## src/rtl/serial_magnitude_comparator_if.sv

```systemverilog
// Handshake and operand/result bundle for the serial magnitude comparator.
// The master issues compare requests; the slave (the comparator) reports
// progress and the registered verdict.
interface serial_magnitude_comparator_if #(
    parameter int WIDTH = 16
);
    logic             start;
    logic             signed_mode;
    logic [WIDTH-1:0] a;
    logic [WIDTH-1:0] b;
    logic             busy;
    logic             done;
    logic             gt;
    logic             eq;
    logic             lt;

    modport master (
        output start, signed_mode, a, b,
        input  busy, done, gt, eq, lt
    );

    modport slave (
        input  start, signed_mode, a, b,
        output busy, done, gt, eq, lt
    );
endinterface

```

## src/rtl/serial_magnitude_comparator.sv

```systemverilog
// Multi-cycle magnitude comparator. Operands are walked MSB-first, DIGIT bits
// per clock, and the walk stops at the first unequal digit. Signed operands
// are mapped to offset binary on load, so one unsigned digit compare serves
// both modes. All outputs come straight from flops.
module serial_magnitude_comparator #(
    parameter int WIDTH = 16,
    parameter int DIGIT = 4
) (
    input logic                        clk,
    input logic                        rst,
    serial_magnitude_comparator_if.slave bus
);

    localparam int NDIG  = WIDTH / DIGIT;
    localparam int CNT_W = (NDIG > 1) ? $clog2(NDIG) : 1;

    localparam logic [1:0] S_IDLE = 2'd0;
    localparam logic [1:0] S_RUN  = 2'd1;
    localparam logic [1:0] S_DONE = 2'd2;

    // Reject geometries the digit walk cannot handle.
    if (WIDTH < 2 || DIGIT < 1 || DIGIT > WIDTH || (WIDTH % DIGIT) != 0) begin : g_bad_params
        $error("serial_magnitude_comparator: WIDTH must be >= 2 and a multiple of DIGIT (1 <= DIGIT <= WIDTH)");
    end

    logic [1:0]       state;
    logic [WIDTH-1:0] sa;
    logic [WIDTH-1:0] sb;
    logic [CNT_W-1:0] cnt;
    logic             gt_flag;
    logic             eq_flag;
    logic             lt_flag;

    logic [DIGIT-1:0] digit_a;
    logic [DIGIT-1:0] digit_b;
    logic             digit_ne;
    logic             digit_gt;
    logic             last_digit;
    logic             accept;

    // Compare the current most-significant digit of both shift registers.
    always_comb begin
        // NOTE: every combinational output gets a value on every path, so no latch is inferred.
        digit_a    = sa[WIDTH-1 -: DIGIT];
        digit_b    = sb[WIDTH-1 -: DIGIT];
        digit_ne   = (digit_a != digit_b);
        digit_gt   = (digit_a > digit_b);
        last_digit = (cnt == CNT_W'(NDIG - 1));
        accept     = bus.start && ((state == S_IDLE) || (state == S_DONE));
    end

    // Sequencer: load operands, step one digit per cycle, latch the verdict.
    always_ff @(posedge clk) begin
        // NOTE: all state uses non-blocking assignment so each flop samples pre-edge values.
        if (rst) begin
            state   <= S_IDLE;
            sa      <= '0;
            sb      <= '0;
            cnt     <= '0;
            gt_flag <= 1'b0;
            eq_flag <= 1'b0;
            lt_flag <= 1'b0;
        end else begin
            case (state)
                S_IDLE, S_DONE: begin
                    if (accept) begin
                        // Flipping the sign bit turns two's complement into offset
                        // binary, whose unsigned order matches the signed order.
                        sa      <= {bus.a[WIDTH-1] ^ bus.signed_mode, bus.a[WIDTH-2:0]};
                        sb      <= {bus.b[WIDTH-1] ^ bus.signed_mode, bus.b[WIDTH-2:0]};
                        cnt     <= '0;
                        gt_flag <= 1'b0;
                        eq_flag <= 1'b0;
                        lt_flag <= 1'b0;
                        state   <= S_RUN;
                    end else begin
                        state <= S_IDLE;
                    end
                end
                S_RUN: begin
                    if (digit_ne) begin
                        gt_flag <= digit_gt;
                        lt_flag <= ~digit_gt;
                        eq_flag <= 1'b0;
                        state   <= S_DONE;
                    end else if (last_digit) begin
                        gt_flag <= 1'b0;
                        lt_flag <= 1'b0;
                        eq_flag <= 1'b1;
                        state   <= S_DONE;
                    end else begin
                        sa  <= sa << DIGIT;
                        sb  <= sb << DIGIT;
                        cnt <= cnt + 1'b1;
                    end
                end
                default: begin
                    state <= S_IDLE;
                end
            endcase
        end
    end

    assign bus.busy = (state == S_RUN);
    assign bus.done = (state == S_DONE);
    assign bus.gt   = gt_flag;
    assign bus.eq   = eq_flag;
    assign bus.lt   = lt_flag;

endmodule

```

## src/flat_wrapper.sv

```systemverilog
// flat-port wrapper written by rule: the top's interface ports become plain ports
module serial_magnitude_comparator_flat 
#(
    parameter int WIDTH = 16,
    parameter int DIGIT = 4
)
  (clk, rst, bus_start, bus_signed_mode, bus_a, bus_b, bus_busy, bus_done, bus_gt, bus_eq, bus_lt);
  serial_magnitude_comparator_if #(.WIDTH(WIDTH)) bus_i ();
  input logic clk;
  input logic rst;
  input wire logic [$bits(bus_i.start)-1:0] bus_start;
  input wire logic [$bits(bus_i.signed_mode)-1:0] bus_signed_mode;
  input wire logic [$bits(bus_i.a)-1:0] bus_a;
  input wire logic [$bits(bus_i.b)-1:0] bus_b;
  output wire logic [$bits(bus_i.busy)-1:0] bus_busy;
  output wire logic [$bits(bus_i.done)-1:0] bus_done;
  output wire logic [$bits(bus_i.gt)-1:0] bus_gt;
  output wire logic [$bits(bus_i.eq)-1:0] bus_eq;
  output wire logic [$bits(bus_i.lt)-1:0] bus_lt;
  assign bus_i.start = bus_start;
  assign bus_i.signed_mode = bus_signed_mode;
  assign bus_i.a = bus_a;
  assign bus_i.b = bus_b;
  assign bus_busy = bus_i.busy;
  assign bus_done = bus_i.done;
  assign bus_gt = bus_i.gt;
  assign bus_eq = bus_i.eq;
  assign bus_lt = bus_i.lt;
  serial_magnitude_comparator #(.WIDTH(WIDTH), .DIGIT(DIGIT)) u_core (.clk(clk), .rst(rst), .bus(bus_i));
endmodule
```

## config.mk

```make
export PLATFORM = sky130hd
export DESIGN_NAME = serial_magnitude_comparator_flat
export DESIGN_NICKNAME = d
export VERILOG_FILES = /design/src/rtl/serial_magnitude_comparator_if.sv /design/src/rtl/serial_magnitude_comparator.sv /design/src/flat_wrapper.sv
export SDC_FILE = /design/constraint.sdc
export NUM_CORES = 1
export LEC_CHECK = 0
export CELL_PAD_IN_SITES_DETAIL_PLACEMENT = 1
export CELL_PAD_IN_SITES_GLOBAL_PLACEMENT = 2
export CORE_UTILIZATION = 33
export DETAILED_ROUTE_END_ITERATION = 8
export HOLD_SLACK_MARGIN = 0.03
export PLACE_DENSITY = 0.82
export SETUP_SLACK_MARGIN = 0.4
export SLEW_MARGIN = 10
export SYNTH_ARGS = -nofsm -noshare
export SYNTH_HDL_FRONTEND = slang
export SYNTH_SLANG_ARGS = --single-unit
export TNS_END_PERCENT = 100
```

## constraint.sdc

```tcl
create_clock -name clk -period 3.8 [get_ports clk]
set_input_delay 1.14 -clock clk [delete_from_list [all_inputs] [get_ports clk]]
set_output_delay 1.14 -clock clk [all_outputs]
set_load 0.01 [all_outputs]
```

**After elaboration in Yosys (flattened, before gate mapping)**

Index checks and enable logic that the tools add are counted.

- Register bits: 39
- Input port bits: 36
- Output and inout port bits: 5
- Word-level logic and storage cells: 52

- Add/subtract/negate cells: 1
- $lt $le $gt $ge: 1
- Eq/ne operators: 8
- Mux-type cells: 25
- Bitwise operators: 3
- Reductions and logical operators: 7

Operators by type and width:

| cell | count |
|---|---|
| $mux 16 | 6 |
| $pmux 16 s2 | 2 |
| $mux 2 | 5 |
| $pmux 2 s2 | 2 |
| $mux 1 | 7 |
| $pmux 1 s2 | 3 |
| $eq 2x2->1 const B | 2 |
| $gt 4x4->1 | 1 |
| $ne 2x2->1 const B | 2 |
| $ne 4x4->1 | 1 |
| $reduce_and 4->1 | 1 |
| $ne 3x1->1 const B | 1 |
| $reduce_and 3->1 | 1 |
| $add 2x1->2 const B | 1 |
| $eq 2x1->1 const B | 1 |
| $logic_not 2->1 | 1 |
| $ne 2x1->1 const B | 1 |
| $reduce_bool 2->1 | 1 |
| $reduce_or 2->1 | 1 |
| $xor 1x1->1 | 2 |
| $logic_and 1x1->1 | 1 |
| $logic_or 1x1->1 | 1 |
| $not 1->1 | 1 |

**Longest topological paths before layout**

Gate-level depths: netlist of run 1.

- Depth after elaboration: 5
- Depth in mapped cells: 7
- Depth with buffers taken out: 7

**Worst setup path after synthesis of run 1**

No wires, ideal clock.

- Path kind: in2reg
- Start point: input port bus_start
- End point: register u_core.sa[10]
- Library setup time: 0.070 ns
- Arrival: 1.871 ns
- Data required time: 3.730 ns
- Setup slack: 1.859 ns
- Stages on the path: 5
- Buffers on the path: 1
- Path through: nand2b_1 > nand2b_1 > a21oi_4 > buf_2 > o2bb2ai_1

- Cells in the longest elaborated chain, start to end: 3

Ends and longest elaborated chain:

| what | RTL line | source |
|---|---|---|
| from (decl) | flat_wrapper.sv:11 | `input wire logic [$bits(bus_i.start)-1:0] bus_start;` |
| $logic_and 1x1->1 | serial_magnitude_comparator.sv:49 | `accept = bus.start && ((state == S_IDLE) \|\| (state == S_DONE));` |
| $ne 2x1->1 (no source line) | - |  |
| $reduce_and 4->1 (no source line) | - |  |
| to (signal assigned) | serial_magnitude_comparator.sv:69 | `sa <= {bus.a[WIDTH-1] ^ bus.signed_mode, bus.a[WIDTH-2:0]};` |
| to (signal assigned) | serial_magnitude_comparator.sv:92 | `sa <= sa << DIGIT;` |
| to (decl) | serial_magnitude_comparator.sv:27 | `logic [WIDTH-1:0] sa;` |

No other way between the ends.
A chain may end at the register's enable or synchronous reset.

==> results of run 1 <==
==> power by group <==
part | total (mW) | switching [mW] | internal, mW
clock | 0.300 | 0.151 | 0.148
sequential | 0.493 | 0.0303 | 0.462
combinational | 0.289 | 0.149 | 0.140
==> metal layers <==
layer	global-route usage (%)	vias up
li1	-	620
met3	4.83	5
met2	25.2	28
met5	0	-
met4	5.66	0
met1	19.1	579
==> layout by cell type, fill, tap and decap left out, types with 2 or more instances in the layout <==
cell             netlist  routed
clkdlybuf4s50_1        0      40
dfxtp_1               39      39
o2bb2ai_1             24      24
mux2i_1               22      22
a22o_1                 9       9
inv_1                  6       6
clkbuf_8               0       6
a21oi_1                5       5
ha_1                   5       5
nand2b_1               3       3
inv_2                  2       2
nor2_4                 2       2
a21oi_4                2       2
xnor2_1                2       2
nor2_1                 2       2
nand2_1                2       2
a32o_1                 2       2
buf_4                  0       2
==> final cells by class <==
cell class	count	share of cell area, %
clock buffers	6	3.73
well taps	67	3.79
multi-input cells	89	36.3
clock inverters	2	0.735
inverters	8	1.36
flip-flops and latches	39	35.3
repair buffers	42	18.8
==> cells by family (layout without fill, tap and decap cells) <==
kind of cell	Yosys count	in the layout	synth area share (%)
flip-flops	39	39	46.8
AND/OR/NAND/NOR	14	14	6.16
XOR/XNOR	2	2	1.05
multiplexers	22	22	13.2
buffers and inverters	16	58	4.96
AO/OA/AOI/OAI	46	46	24.0
adder cells (fa/ha/maj)	5	5	3.75
==> state kept, by name, indices dropped and copies added, names as in the netlist <==
| signal | cells |
|---|---|
| u_core.sa | 16 |
| u_core.bus.eq | 1 |
| u_core.bus.gt | 1 |
| u_core.bus.lt | 1 |
| u_core.state | 2 |
| u_core.sb | 16 |
| u_core.cnt | 2 |
==> stage by stage <==
stage / cells / area, sq um
after floorplan: 144 / 1670
after global placement: 245 / 2110
after detailed placement: 245 / 2110
after CTS: 253 / 2210
after global routing: 253 / 2210
final: 253 / 2210
==> final timing paths <==
kind / depth (start not counted) / to
hold reg to reg: 1 / u_core.sa[15]$_SDFFE_PP0P_
setup reg to reg: 6 / u_core.sb[1]$_SDFFE_PP0P_
hold / removal: 1 / u_core.sa[15]$_SDFFE_PP0P_
setup / recovery: 4 / u_core.sb[1]$_SDFFE_PP0P_
==> worst max-delay path, cell delays in order <==
cell,delay (ps)
clkdlybuf4s50_1,520
nand2b_1,240
a21oi_4,700
a22o_1,270
==> out/qor.log, run 1 <==
INFO  die            fp-row-count=25
INFO  logic_synthesis synth.yosys.warnings=0
INFO  sta            finalWorstPathRequiredPeriod=2640ps
INFO  clock_tree     cts.reportedPaths.clkPinSlew=80ps
INFO  detailed_routing detailroute.via_count=1232
INFO  grt            grt_first_pass_wirelength=6150um
INFO  grt            grt_util_all_layers=15.5%
INFO  grt            antenna_found_initial=0
INFO  clock_tree     cts_max_path_buffers=2
INFO  sta            timing.clock.skew=9.03ps
INFO  placed_design  io_buffers=40
INFO  sta            timing.slew.headroom=40.6%
INFO  critical_path  timing.reg2reg.setup_slack=1780ps
INFO  placed_design  weighted_congestion_at_the_end_of_routability_driven_global_placement=0.720
INFO  logic_synthesis synth.cells.most_frequent=dfxtp_1 (39), o2bb2ai_1 (24), mux2i_1 (22)
INFO  critical_path  critical_path_arrival=2880ps
INFO  detailed_routing final_wl=3760um
INFO  sta            period_utilization=69.5%
INFO  critical_path  worst_setup_path_startpoint=rst
INFO  detailed_routing met3_wirelength=145um
INFO  sta            fmaxAchievable=379MHz
INFO  finish         antenna_cells=0
INFO  die            pin_count=41
INFO  sta            setup_viol=0
INFO  sta            setup_tns=0ps
INFO  power          p_leak=0.917nW
INFO  critical_path  cp-end-kind=register
INFO  logic_synthesis synth_async_sr_flop_share=0%
INFO  die            die-height=73.1um
INFO  clock_tree     h-tree-depth=2
INFO  sta            slew_of_the_pin_with_the_lowest_slew_margin=890ps
INFO  clock_tree     post-cts-setup-buffers=0
INFO  finish         final_layout_size_suffix_gt1_share=10.2%
INFO  logic_synthesis synth_area=1670squm
INFO  clock_tree     clk_latency=290ps
INFO  clock_tree     post_cts_resized=0
INFO  sta            setup_repair_after_global_routing_missed_its_margin=no
INFO  placed_design  dp_hpwl=2720um
INFO  logic_synthesis post_synth_main_area_contributors=dfxtp_1 (47%), mux2i_1 (13%), o2bb2ai_1 (13%)
INFO  grt            globalRoute.totalOverflow=0
INFO  logic_synthesis ys_dominant_reg_cell=dfxtp_1
INFO  detailed_routing avgViaCountPerCell=4.87
INFO  critical_path  r2r_start=u_core.sb[15]$_SDFFE_PP0P_
INFO  die            design.die.area=5340squm
INFO  sta            final_slew_violations=0
INFO  detailed_routing route.antenna.remaining_nets=0
INFO  detailed_routing post_drt_wl_per_cell=14.9um
INFO  status         run_status=finished clean
INFO  finish         finalCoreUtilization=46.2%
INFO  detailed_routing routed_met2_length=1810um
INFO  clock_tree     cts_hold_repair_buffers=0
INFO  logic_synthesis ys_seq_area_share=46.8%
INFO  clock_tree     clk_root_buffer_cell=clkbuf_8
INFO  power          post_layout_total_power=1.08mW
INFO  power          max-vdd-ir-drop=0.000213V
INFO  detailed_routing drtIter0Drc=50
INFO  worst_hold_path worstHoldStart=u_core.sa[15]$_SDFFE_PP0P_
INFO  critical_path  worst_setup_path_start_kind=primary input
INFO  logic_synthesis yosys.area.top_type=dfxtp_1
INFO  logic_synthesis yosys.area.top_type_share=46.8%
INFO  grt            grt_pass1_vias=1322
INFO  logic_synthesis synth.avg_cell_area=11.6squm
INFO  finish         seq_area=781squm
INFO  detailed_routing drt_first_pass_iters=4
INFO  logic_synthesis yosysUniqueCellTypes=26
INFO  finish         syn2layout_area_growth=32.7%
INFO  logic_synthesis synth_nets=185
INFO  sta            setup_ws=1160ps
INFO  critical_path  path_class=primary input to register
INFO  run            maxCapViolCount=0
INFO  critical_path  cp.required=4040ps
INFO  critical_path  critPathMaxFanout=33
INFO  die            starting_utilization_of_the_core_area=34.8%
INFO  grt            grt_max_degree=34
INFO  clock_tree     clock-sinks=39
INFO  power          power_per_cell_area=489nW/um^2
INFO  sta            whs=470ps
INFO  placed_design  placement.setup.worst_slack=851ps
INFO  logic_synthesis ys_ff_latch=39
INFO  detailed_routing highest_layer=met4
INFO  die            design.core.area=4790squm
INFO  die            die_w=73.1um
INFO  logic_synthesis synthCells=144
INFO  sta            report.final.hold_viol_count=0
INFO  worst_hold_path tightest_hold_check_type=register to register
INFO  clock_tree     tritoncts.num_buffers=5
INFO  detailed_routing drc=0
INFO  logic_synthesis synthMostInstantiatedCell=dfxtp_1
INFO  clock_tree     tritoncts=yes
INFO  detailed_routing routedLengthMet1=1750um
INFO  finish         number_of_filler_cells_placed_in_the_layout=536
INFO  finish         finalNetCount=226
INFO  finish         area_of_the_multi_input_gates=803squm
INFO  logic_synthesis number_of_flops_mapped_to_enable_cells_by_yosys=0
Note: power is estimated with default switching activity, not from simulation.
==> inputs of run 2 (changes only) <==
- CORE_UTILIZATION: 33 -> 28
- PLACE_DENSITY: 0.82 -> 0.74
- clock period: 3.8 -> 2.4 ns (I/O delays scaled with it)
==> out/qor.log, run 2 (same netlist as run 1, synthesis figures left out) <==
INFO  status         run_status=finished clean
INFO  power          p_leak=0.942nW [+2.8%]
INFO  grt            grt_util_all_layers=13.1% [-2.4 points]
INFO  detailed_routing drc=0 [unchanged]
INFO  clock_tree     tritoncts=yes
INFO  detailed_routing detailroute.via_count=1263 [+2.5%]
INFO  die            die-height=79.2um [+8.3%]
INFO  sta            setup_viol=0 [unchanged]
INFO  sta            fmaxAchievable=523MHz
INFO  grt            grt_first_pass_wirelength=6430um [+4.6%]
INFO  critical_path  path_class=primary input to register
INFO  finish         antenna_cells=0 [unchanged]
INFO  sta            timing.clock.skew=6.95ps [-2.08 ps]
INFO  sta            timing.slew.headroom=71.7% [+31 points]
INFO  placed_design  placement.setup.worst_slack=192ps [-659 ps]
INFO  power          power_per_cell_area=751nW/um^2 [+54%]
INFO  grt            antenna_found_initial=0 [unchanged]
INFO  clock_tree     cts.reportedPaths.clkPinSlew=80ps [about the same]
INFO  placed_design  dp_hpwl=2870um [+5.7%]
INFO  worst_hold_path tightest_hold_check_type=register to register
INFO  finish         most-common-layout-cells=dfxtp_1 (39), clkdlybuf4s50_1 (38), o2bb2ai_1 (24)
INFO  die            fp-row-count=27 [+8.0%]
INFO  sta            setup_ws=489ps [-671 ps]
INFO  clock_tree     cts_hold_repair_buffers=0 [unchanged]
INFO  grt            globalRoute.totalOverflow=0 [unchanged]
INFO  sta            finalWorstPathRequiredPeriod=1910ps
INFO  critical_path  worst_setup_path_start_kind=primary input
INFO  detailed_routing route.antenna.remaining_nets=0 [unchanged]
INFO  placed_design  placed_instance_count=253 [+3.3%]
INFO  grt            grt_pass1_vias=1369 [+3.6%]
INFO  clock_tree     clock-sinks=39 [unchanged]
INFO  die            pin_count=41 [unchanged]
INFO  sta            setup_tns=0ps [unchanged]
INFO  clock_tree     h-tree-depth=2 [unchanged]
INFO  finish         layout_commonest_cell=dfxtp_1
INFO  clock_tree     tritoncts.num_buffers=5 [unchanged]
INFO  critical_path  critPathMaxFanout=27 [-18%]
INFO  finish         finalNetCount=230 [+1.8%]
INFO  critical_path  worstPathCellList=clkdlybuf4s50_1, nand2b_1, a21oi_4, buf_12, a22o_1
INFO  die            design.core.area=5610squm [+17%]
INFO  sta            setup_repair_after_global_routing_missed_its_margin=no
INFO  critical_path  critical_path_arrival=2140ps [-740 ps]
INFO  sta            period_utilization=79.6%
INFO  detailed_routing drtIter0Drc=28 [-44%]
INFO  die            starting_utilization_of_the_core_area=29.7% [-5.1 points]
INFO  critical_path  cp.required=2630ps [-1410 ps]
INFO  die            die_w=79.2um [+8.3%]
INFO  placed_design  weighted_congestion_at_the_end_of_routability_driven_global_placement=0.757 [+5.1%]
INFO  clock_tree     cts_max_path_buffers=2 [unchanged]
INFO  finish         top_regs=u_core.sa: 16 flops, u_core.sb: 16 flops
INFO  detailed_routing final_wl=3810um [+1.3%]
INFO  run            maxCapViolCount=0 [unchanged]
INFO  finish         layout.cells.non_filler=262 [+3.6%]
INFO  critical_path  cp-end-kind=register
INFO  detailed_routing avgViaCountPerCell=4.82 [-1.0%]
INFO  placed_design  io_buffers=40 [unchanged]
INFO  sta            slew_of_the_pin_with_the_lowest_slew_margin=425ps [-464 ps]
INFO  power          max-vdd-ir-drop=0.000224V [+4.9%]
INFO  finish         final_layout_size_suffix_gt1_share=11.6% [+1.4 points]
INFO  clock_tree     clk_latency=290ps [about the same]
INFO  critical_path  crit_path_max_incr_delay=530ps [-170 ps]
INFO  sta            final_slew_violations=0 [unchanged]
INFO  sta            report.final.hold_viol_count=0 [unchanged]
INFO  grt            grt_max_degree=28 [-18%]
INFO  detailed_routing post_drt_wl_per_cell=14.5um [-2.2%]
INFO  critical_path  timing.critical_path.slowest_stage_cell=clkdlybuf4s50_1
INFO  die            design.die.area=6260squm [+17%]
INFO  finish         syn2layout_area_growth=34.7%
INFO  detailed_routing drt_first_pass_iters=4 [unchanged]
INFO  clock_tree     clk_root_buffer_cell=clkbuf_8
## run 2: cell types whose count changed in the layout (fill, tap and decap cells not counted), sizes merged
cell	before	now
buf	2	6
clkdlybuf4s50	40	38
dlygate4sd2	0	2
## run 2: layer usage
metal / part of all wire (%) / track usage, % / routed length [um] / up-vias
met3: 4.4 / 2.53 / 169 / 5
met2: 48 / 22.2 / 1820 / 34
met5: 0 / 0 / 0 / -
met1: 47 / 16.5 / 1790 / 593
li1: - / - / - / 631
met4: 0.81 / 4.36 / 31 / 0
## run 2: repair_timing
item / in CTS / in global routing
setup endpoints to repair: 2 / 0
setup buffers: 1 / 0
gates resized for setup: 2 / 0
## run 2: power by group
group / leakage, nW / internal [mW] / switching (mW)
Sequential: 0.320 / 0.732 / 0.0479
Clock: 0.0412 / 0.203 / 0.229
Combinational: 0.581 / 0.234 / 0.238
## run 2: path summary, 6_finish.rpt
kind	endpoint	from	cells after the start	slack [ps]
worst max register to register	u_core.sb[2]$_SDFFE_PP0P_	u_core.sb[15]$_SDFFE_PP0P_	7	640
worst min register to register	u_core.sa[9]$_SDFFE_PP0P_	u_core.sa[9]$_SDFFE_PP0P_	1	470
worst max-delay path	u_core.sb[2]$_SDFFE_PP0P_	rst	5	490
worst min-delay path	u_core.sa[9]$_SDFFE_PP0P_	u_core.sa[9]$_SDFFE_PP0P_	1	470
## run 2: per-stage QoR
step	instance area, sq um	power, mW	hold slack [ps]	util (%)
final	2240	1.68	468	40.0
after global routing	2240	1.80	484	40.0
after CTS	2240	1.72	470	40.0
after detailed placement	2150	1.28	445	38.4
after global placement	2150	1.26	445	38.4
after floorplan	1670	1.11	432	-
## run 2: worst max-delay path: cells and delay by family
kind                   cells  cell delay (ps)
AOI/OAI and AO/OA          2              420
buffers and inverters      2              750
and+or+nand+nor            1              250
## run 2: final cells by class
type | instances | area, sq um
inverters | 8 | 30.0
multi-input cells | 89 | 803
flip-flops and latches | 39 | 781
fillers | 630 | 3360
clock buffers | 6 | 72.6
well taps | 72 | 90.1
repair buffers | 46 | 455
clock inverters | 2 | 12.5
